**config.mk**
```make
export PLATFORM = sky130hd
export DESIGN_NAME = usb_rx_pkt_parser
export DESIGN_NICKNAME = d
export VERILOG_FILES = /design/src/rtl/usb_pkg.sv /design/src/rtl/usb_stream_reg.sv /design/src/rtl/usb_rx_pkt_parser.sv
export SDC_FILE = /design/constraint.sdc
export NUM_CORES = 1
export LEC_CHECK = 0
export ABC_AREA = 1
export CORE_MARGIN = 2
export CORE_UTILIZATION = 40
export DETAILED_ROUTE_END_ITERATION = 10
export PLACE_DENSITY = 0.64
export SLEW_MARGIN = 20
export SYNTH_ARGS = -nofsm -noshare
export SYNTH_HDL_FRONTEND = slang
export SYNTH_SLANG_ARGS = --single-unit
```
**constraint.sdc**
```tcl
create_clock -name USB_CLK -period 5.27 [get_ports USB_CLK]
set_clock_uncertainty 0.2 [all_clocks]
set_input_delay 0.527 -clock USB_CLK [delete_from_list [all_inputs] [get_ports USB_CLK]]
set_output_delay 0.527 -clock USB_CLK [all_outputs]
set_load 0.05 [all_outputs]
```
**src/rtl/usb_pkg.sv**
```systemverilog
// Shared PID constants, packet/state enums and PID check helper for the USB rx parser.
// Latency: n/a (declarations only).
// Backpressure: n/a.
package usb_pkg;

    localparam logic [7:0] PID_OUT   = 8'hE1;
    localparam logic [7:0] PID_IN    = 8'h69;
    localparam logic [7:0] PID_SETUP = 8'h2D;
    localparam logic [7:0] PID_DATA0 = 8'hC3;
    localparam logic [7:0] PID_DATA1 = 8'h4B;
    localparam logic [7:0] PID_ACK   = 8'hD2;

    typedef enum logic [1:0] {
        PKT_NONE  = 2'd0,
        PKT_ACK   = 2'd1,
        PKT_DATA  = 2'd2,
        PKT_OTHER = 2'd3
    } usb_pkt_type_e;

    typedef enum logic [1:0] {
        ST_IDLE    = 2'd0,
        ST_WAIT    = 2'd1,
        ST_PAYLOAD = 2'd2,
        ST_DISCARD = 2'd3
    } usb_parser_state_e;

    // A PID byte carries its own check nibble: upper nibble is the complement of the lower.
    function automatic logic pid_ok(input logic [7:0] pid);
        return pid[7:4] == ~pid[3:0];
    endfunction

endpackage

```
**src/rtl/usb_stream_reg.sv**
```systemverilog
// One-entry registered valid/ready stage for the forwarded payload byte stream.
// Latency: 1 cycle from load to valid.
// Backpressure: holds data stable while valid && !ready; space tells the producer a load is allowed.
module usb_stream_reg (
    input  logic       clk,
    input  logic       rst_n,
    input  logic       load,
    input  logic [7:0] load_byte,
    input  logic       load_last,
    output logic       space,
    output logic       valid,
    input  logic       ready,
    output logic [7:0] data,
    output logic       last
);

    // Room for a new byte when empty or when the current one leaves this cycle.
    assign space = !valid || ready;

    // Entry register: load has priority, otherwise drain on ready.
    always_ff @(posedge clk or negedge rst_n) begin
        if (!rst_n) begin
            valid <= 1'b0;
            data  <= 8'h00;
            last  <= 1'b0;
        end else if (load) begin
            valid <= 1'b1;
            data  <= load_byte;
            last  <= load_last;
        end else if (ready) begin
            valid <= 1'b0;
        end
    end

endmodule

```
**src/rtl/usb_rx_pkt_parser.sv**
```systemverilog
// Host-side parser of the device->host packet stream: PID check, DATA toggle tracking, payload forwarding, status.
// Latency: payload 1 cycle through the output register; status 1 cycle after the last byte or timeout.
// Backpressure: in_ready follows the payload stage only while forwarding payload; otherwise always ready.
module usb_rx_pkt_parser
    import usb_pkg::*;
#(
    parameter int MAX_PAYLOAD = 64,
    parameter int TIMEOUT     = 1024,
    parameter int LEN_W       = $clog2(MAX_PAYLOAD + 1)
) (
    input  logic             USB_CLK,
    input  logic             USB_RSTn,
    input  logic             in_valid,
    output logic             in_ready,
    input  logic [7:0]       in_byte,
    input  logic             in_last,
    input  logic             arm,
    input  logic             toggle_clr,
    output logic             pl_valid,
    input  logic             pl_ready,
    output logic [7:0]       pl_byte,
    output logic             pl_last,
    output logic             st_valid,
    output logic [1:0]       st_type,
    output logic [LEN_W-1:0] st_len,
    output logic             st_pid_err,
    output logic             st_toggle_err,
    output logic             st_len_err,
    output logic             st_timeout,
    output logic             exp_toggle
);

    localparam int TO_W = (TIMEOUT > 2) ? $clog2(TIMEOUT) : 1;
    localparam logic [TO_W-1:0]  TO_MAX  = TO_W'(TIMEOUT - 1);
    localparam logic [LEN_W-1:0] LEN_MAX = LEN_W'(MAX_PAYLOAD);

    usb_parser_state_e state;
    logic [TO_W-1:0]   to_cnt;
    logic [LEN_W-1:0]  len_cnt;

    // Status of the packet currently being consumed, reported at its last byte.
    usb_pkt_type_e     pkt_type;
    logic              pkt_pid_err;
    logic              pkt_tog_err;
    logic              pkt_len_err;

    logic              pl_space;
    logic              xfer;
    logic              hdr_state;
    logic              pid_chk;
    logic              pid_is_data;
    logic              pid_tog_err;
    logic              good_data;
    usb_pkt_type_e     pid_type;
    logic [LEN_W-1:0]  len_next;
    logic              len_full;
    logic              pl_load;
    logic              flip;

    // Only the payload state is throttled by the output stage.
    assign in_ready = (state == ST_PAYLOAD) ? pl_space : 1'b1;

    // PID decode and per-byte control decisions.
    always_comb begin
        xfer        = in_valid && in_ready;
        hdr_state   = (state == ST_IDLE) || (state == ST_WAIT);
        pid_chk     = pid_ok(in_byte);
        pid_is_data = (in_byte == PID_DATA0) || (in_byte == PID_DATA1);
        pid_tog_err = pid_chk && pid_is_data && ((in_byte == PID_DATA1) != exp_toggle);
        good_data   = pid_chk && pid_is_data && !pid_tog_err;
        pid_type    = PKT_OTHER;
        if (pid_chk) begin
            if (in_byte == PID_ACK) begin
                pid_type = PKT_ACK;
            end else if (pid_is_data) begin
                pid_type = PKT_DATA;
            end
        end
        len_next = len_cnt + LEN_W'(1);
        len_full = (len_next == LEN_MAX);
        pl_load  = (state == ST_PAYLOAD) && xfer;
        // An error-free DATA packet completes either as a bare PID or at its last payload byte.
        flip     = xfer && in_last && ((hdr_state && good_data) || (state == ST_PAYLOAD));
    end

    usb_stream_reg u_pl_reg (
        .clk       (USB_CLK),
        .rst_n     (USB_RSTn),
        .load      (pl_load),
        .load_byte (in_byte),
        .load_last (in_last || len_full),
        .space     (pl_space),
        .valid     (pl_valid),
        .ready     (pl_ready),
        .data      (pl_byte),
        .last      (pl_last)
    );

    // Parser FSM with registered status outputs and toggle tracking.
    always_ff @(posedge USB_CLK or negedge USB_RSTn) begin
        if (!USB_RSTn) begin
            state         <= ST_IDLE;
            to_cnt        <= '0;
            len_cnt       <= '0;
            pkt_type      <= PKT_NONE;
            pkt_pid_err   <= 1'b0;
            pkt_tog_err   <= 1'b0;
            pkt_len_err   <= 1'b0;
            st_valid      <= 1'b0;
            st_type       <= 2'd0;
            st_len        <= '0;
            st_pid_err    <= 1'b0;
            st_toggle_err <= 1'b0;
            st_len_err    <= 1'b0;
            st_timeout    <= 1'b0;
            exp_toggle    <= 1'b0;
        end else begin
            st_valid <= 1'b0;

            // Clear after SETUP beats any completion flip in the same cycle.
            if (toggle_clr) begin
                exp_toggle <= 1'b0;
            end else if (flip) begin
                exp_toggle <= ~exp_toggle;
            end

            case (state)
                ST_IDLE, ST_WAIT: begin
                    if (xfer) begin
                        // PID byte: wins over arm and over an expiring timeout.
                        len_cnt     <= '0;
                        pkt_type    <= pid_type;
                        pkt_pid_err <= !pid_chk;
                        pkt_tog_err <= pid_tog_err;
                        pkt_len_err <= 1'b0;
                        if (in_last) begin
                            st_valid      <= 1'b1;
                            st_type       <= pid_type;
                            st_len        <= '0;
                            st_pid_err    <= !pid_chk;
                            st_toggle_err <= pid_tog_err;
                            st_len_err    <= 1'b0;
                            st_timeout    <= 1'b0;
                            state         <= ST_IDLE;
                        end else if (good_data) begin
                            state <= ST_PAYLOAD;
                        end else begin
                            state <= ST_DISCARD;
                        end
                    end else if (state == ST_IDLE) begin
                        if (arm) begin
                            state  <= ST_WAIT;
                            to_cnt <= '0;
                        end
                    end else if (to_cnt == TO_MAX) begin
                        st_valid      <= 1'b1;
                        st_type       <= PKT_NONE;
                        st_len        <= '0;
                        st_pid_err    <= 1'b0;
                        st_toggle_err <= 1'b0;
                        st_len_err    <= 1'b0;
                        st_timeout    <= 1'b1;
                        state         <= ST_IDLE;
                    end else begin
                        to_cnt <= to_cnt + TO_W'(1);
                    end
                end

                ST_PAYLOAD: begin
                    if (xfer) begin
                        len_cnt <= len_next;
                        if (in_last) begin
                            st_valid      <= 1'b1;
                            st_type       <= PKT_DATA;
                            st_len        <= len_next;
                            st_pid_err    <= 1'b0;
                            st_toggle_err <= 1'b0;
                            st_len_err    <= 1'b0;
                            st_timeout    <= 1'b0;
                            state         <= ST_IDLE;
                        end else if (len_full) begin
                            // Oversized: the forwarded stream was already closed with pl_last.
                            pkt_len_err <= 1'b1;
                            state       <= ST_DISCARD;
                        end
                    end
                end

                ST_DISCARD: begin
                    if (xfer && in_last) begin
                        st_valid      <= 1'b1;
                        st_type       <= pkt_type;
                        st_len        <= len_cnt;
                        st_pid_err    <= pkt_pid_err;
                        st_toggle_err <= pkt_tog_err;
                        st_len_err    <= pkt_len_err;
                        st_timeout    <= 1'b0;
                        state         <= ST_IDLE;
                    end
                end

                default: state <= ST_IDLE;
            endcase
        end
    end

endmodule

```
==> qor.csv <==
metric,value,unit
status,finished clean,
syn_area,2645,µm²
wl_per_cell,12.64,µm
drive_gt1_share,8.205,%
grt_first_pass_wirelength,10180,µm
dp_slack,2555,ps
crit_start,state[1],
fillers,628,
maxCapViolCount,0,
power_frac_seq,36.8,%
num_rows,29,
synth_edf_count,0,
clockPowerShare,19.0,%
p_int,0.8346,mW
worst-setup-path-type,reg2out,
yosysTopAreaCell,dfrtp_1,
grt_pass1_vias,2253,
reg2regPathDepth,11,
p_sw,0.6673,mW
avgViaCountPerCell,5.032,
post-cts-setup-buffers,0,
grt_use_total,17.31,%
top_usage_layer,met2,
drv_slew,0,
io_pins,41,
cts_buffers,5,
required,4540,ps
cts.sinks,49,
routed-via-count,2350,
slew-limit-headroom,58.46,%
finalWeightedCongestion,0.8945,
core_region_area,6386,µm²
die_area,7279,µm²
numPortBuffers,40,
clock_path_buffers,2,
vdd_ir_drop_max,0.3146,mV
synth-main-ff-cell,dfrtp_1,
start_util,41.42,%
ys_seq_area_share,46.36,%
place_hpwl,4296,µm
cp_slowest_cell,clkdlybuf4s50_1,
end_kind,output pin,
max_stage_delay,710,ps
timing.rr.end,st_len[4],
die_y,85.32,µm
switching_share,44.43,%
yosysWarningCount,0,
critPathMaxFanout,7,
synthArstFlopShare,100.0,%
grt_max_degree,50,
drcViolationCount,0,
clockRootBuffer,clkbuf_8,
synthCells,344,
path_cells,inv_2 -> nor2_4 -> nand2_2 -> clkdlybuf4s50_1,
rr_startpoint,to_cnt[0],
rsz0062_at_grt,no,
tightest_slew,623.2,ps
wl,5902,µm
synth_seq_cells,49,
hold_viol_final,0,
synth.area.top_cells,"dfrtp_1, nand2_1, o21ai_0",
synth_fp_nets,361,
synthTopCellsByCount,"nand2_1, dfrtp_1, nor2_1",
cts_tree,built,
cts_resized,0,
syn_area_per_cell,7.689,µm²
firstDrtPassIters,4,
r2r_slack,3020,ps
max_freq,0.3662,GHz
use_met1,23.59,%
cp.arrival,2000,ps
grt_antenna_before_repair,0,
use_met2,27.70,%
h-tree-depth,2,
p_comb_share,44.3,%
power_density,462.9,nW/µm²
p_leak,1.495,nW
ant_nets,0,
area_delta_synth_final,22.66,%
hold_class,in2async,
overflow,0,
setup_violations,0,
diodes,0,
finalCriticalPeriod,2731,ps
met3_usage,3.696,%
cts_hold_buf,0,
drt_iter0_drc,123,
synth_top_cell_area_share,46.36,%
postLayoutSetupSlackWorst,2539,ps
worstSkewPairLatency,310,ps
nets,406,
cp-start-kind,flop,
fp.dieW,85.32,µm
fin_tns_setup,0,ps
post-route-period-util,51.82,%
synth_most_common_cell,nand2_1,
ys_types,38,
cts.reportedPaths.clkPinSlew,90,ps
-- kinds of logic after synthesis --
| logic type | after synthesis | synth area share (%) |
|---|---|---|
| and+or+nand+nor | 185 | 31.50 |
| buffers and inverters | 40 | 6.149 |
| xor gates and xnor gates | 5 | 1.656 |
| muxes | 1 | 0.4257 |
| DFF | 49 | 46.36 |
| AOI/OAI and AO/OA | 62 | 12.96 |
| adders and majority gates | 2 | 0.9459 |
-- routing by layer --
layer  vias up  share of wire, %
met1      1091                49
li1       1205                 -
met5         -                 0
met4         0               1.3
met2        47                46
met3         7               3.8
-- cell usage in the layout (no fill, tap or decap), types with 2 or more instances in the layout --
cell type	count
nand2_1	96
dfrtp_1	49
nor2_1	39
clkdlybuf4s50_1	39
o21ai_0	34
inv_1	32
nand3_1	26
a21oi_1	13
clkbuf_8	6
nand4_1	5
xor2_1	5
nor2_2	4
o21ai_1	4
nor2_4	3
nand2_4	3
o21a_1	3
inv_2	2
nand2_2	2
nand3b_1	2
ha_1	2
-- worst max-delay path by stage --
stage	endpoint	slack [ps]	cells after the start
floorplan	st_timeout	3220	8
global placement	in_ready	2580	4
detailed placement	in_ready	2550	4
CTS	in_ready	2530	4
global route	in_ready	2470	4
finish	in_ready	2540	4
-- area by class of cell --
| type | count | area [µm²] | share of cell area (%) |
|---|---|---|---|
| clock buffers | 6 | 82.58 | 2.545 |
| repair buffers | 41 | 402.9 | 12.42 |
| clock inverters | 2 | 37.54 | 1.157 |
| multi-input cells | 255 | 1256 | 38.72 |
| well taps | 77 | 96.34 | 2.970 |
| inverters | 37 | 142.6 | 4.396 |
| flip-flops and latches | 49 | 1226 | 37.79 |
-- worst max-delay path, delay by kind of cell (launching register included) --
kind / cells / cell delay [ps]
AND/OR/NAND/NOR: 2 / 330
flip-flops: 1 / 540
buffers and inverters: 2 / 820
-- state kept, by name, indices dropped and copies added (netlist names) --
| signal | flops |
|---|---|
| st_len | 7 |
| st_valid | 1 |
| to_cnt | 10 |
| u_pl_reg.valid | 1 |
| exp_toggle | 1 |
| len_cnt | 7 |
| pkt_len_err | 1 |
| state | 2 |
| pkt_pid_err | 1 |
| u_pl_reg.last | 1 |
| st_toggle_err | 1 |
| st_pid_err | 1 |
| st_len_err | 1 |
| pkt_type | 2 |
| pkt_tog_err | 1 |
| u_pl_reg.data | 8 |
| st_type | 2 |
| st_timeout | 1 |
-- power groups by stage --
stage	combinational (mW)	clock, mW	sequential (mW)
global placement	0.664	0	0.557
detailed placement	0.669	0	0.558
floorplan	0.273	0	0.738
finish	0.665	0.285	0.552
CTS	0.671	0.294	0.552
global route	0.727	0.308	0.564
-- stage by stage --
| step | cell area [µm²] | util [%] | instances | power [mW] | hold slack [ps] |
|---|---|---|---|---|---|
| after CTS | 3244 | 50.80 | 467 | 1.518 | 143.2 |
| after floorplan | 2645 | - | 344 | 1.011 | 31.41 |
| after detailed placement | 3124 | 48.92 | 459 | 1.228 | 276.3 |
| final | 3244 | 50.80 | 467 | 1.502 | 108.9 |
| after global routing | 3244 | 50.80 | 467 | 1.599 | 164.0 |
| after global placement | 3124 | 48.92 | 459 | 1.220 | 272.9 |
No activity file was read; power rests on OpenSTA's default activity.
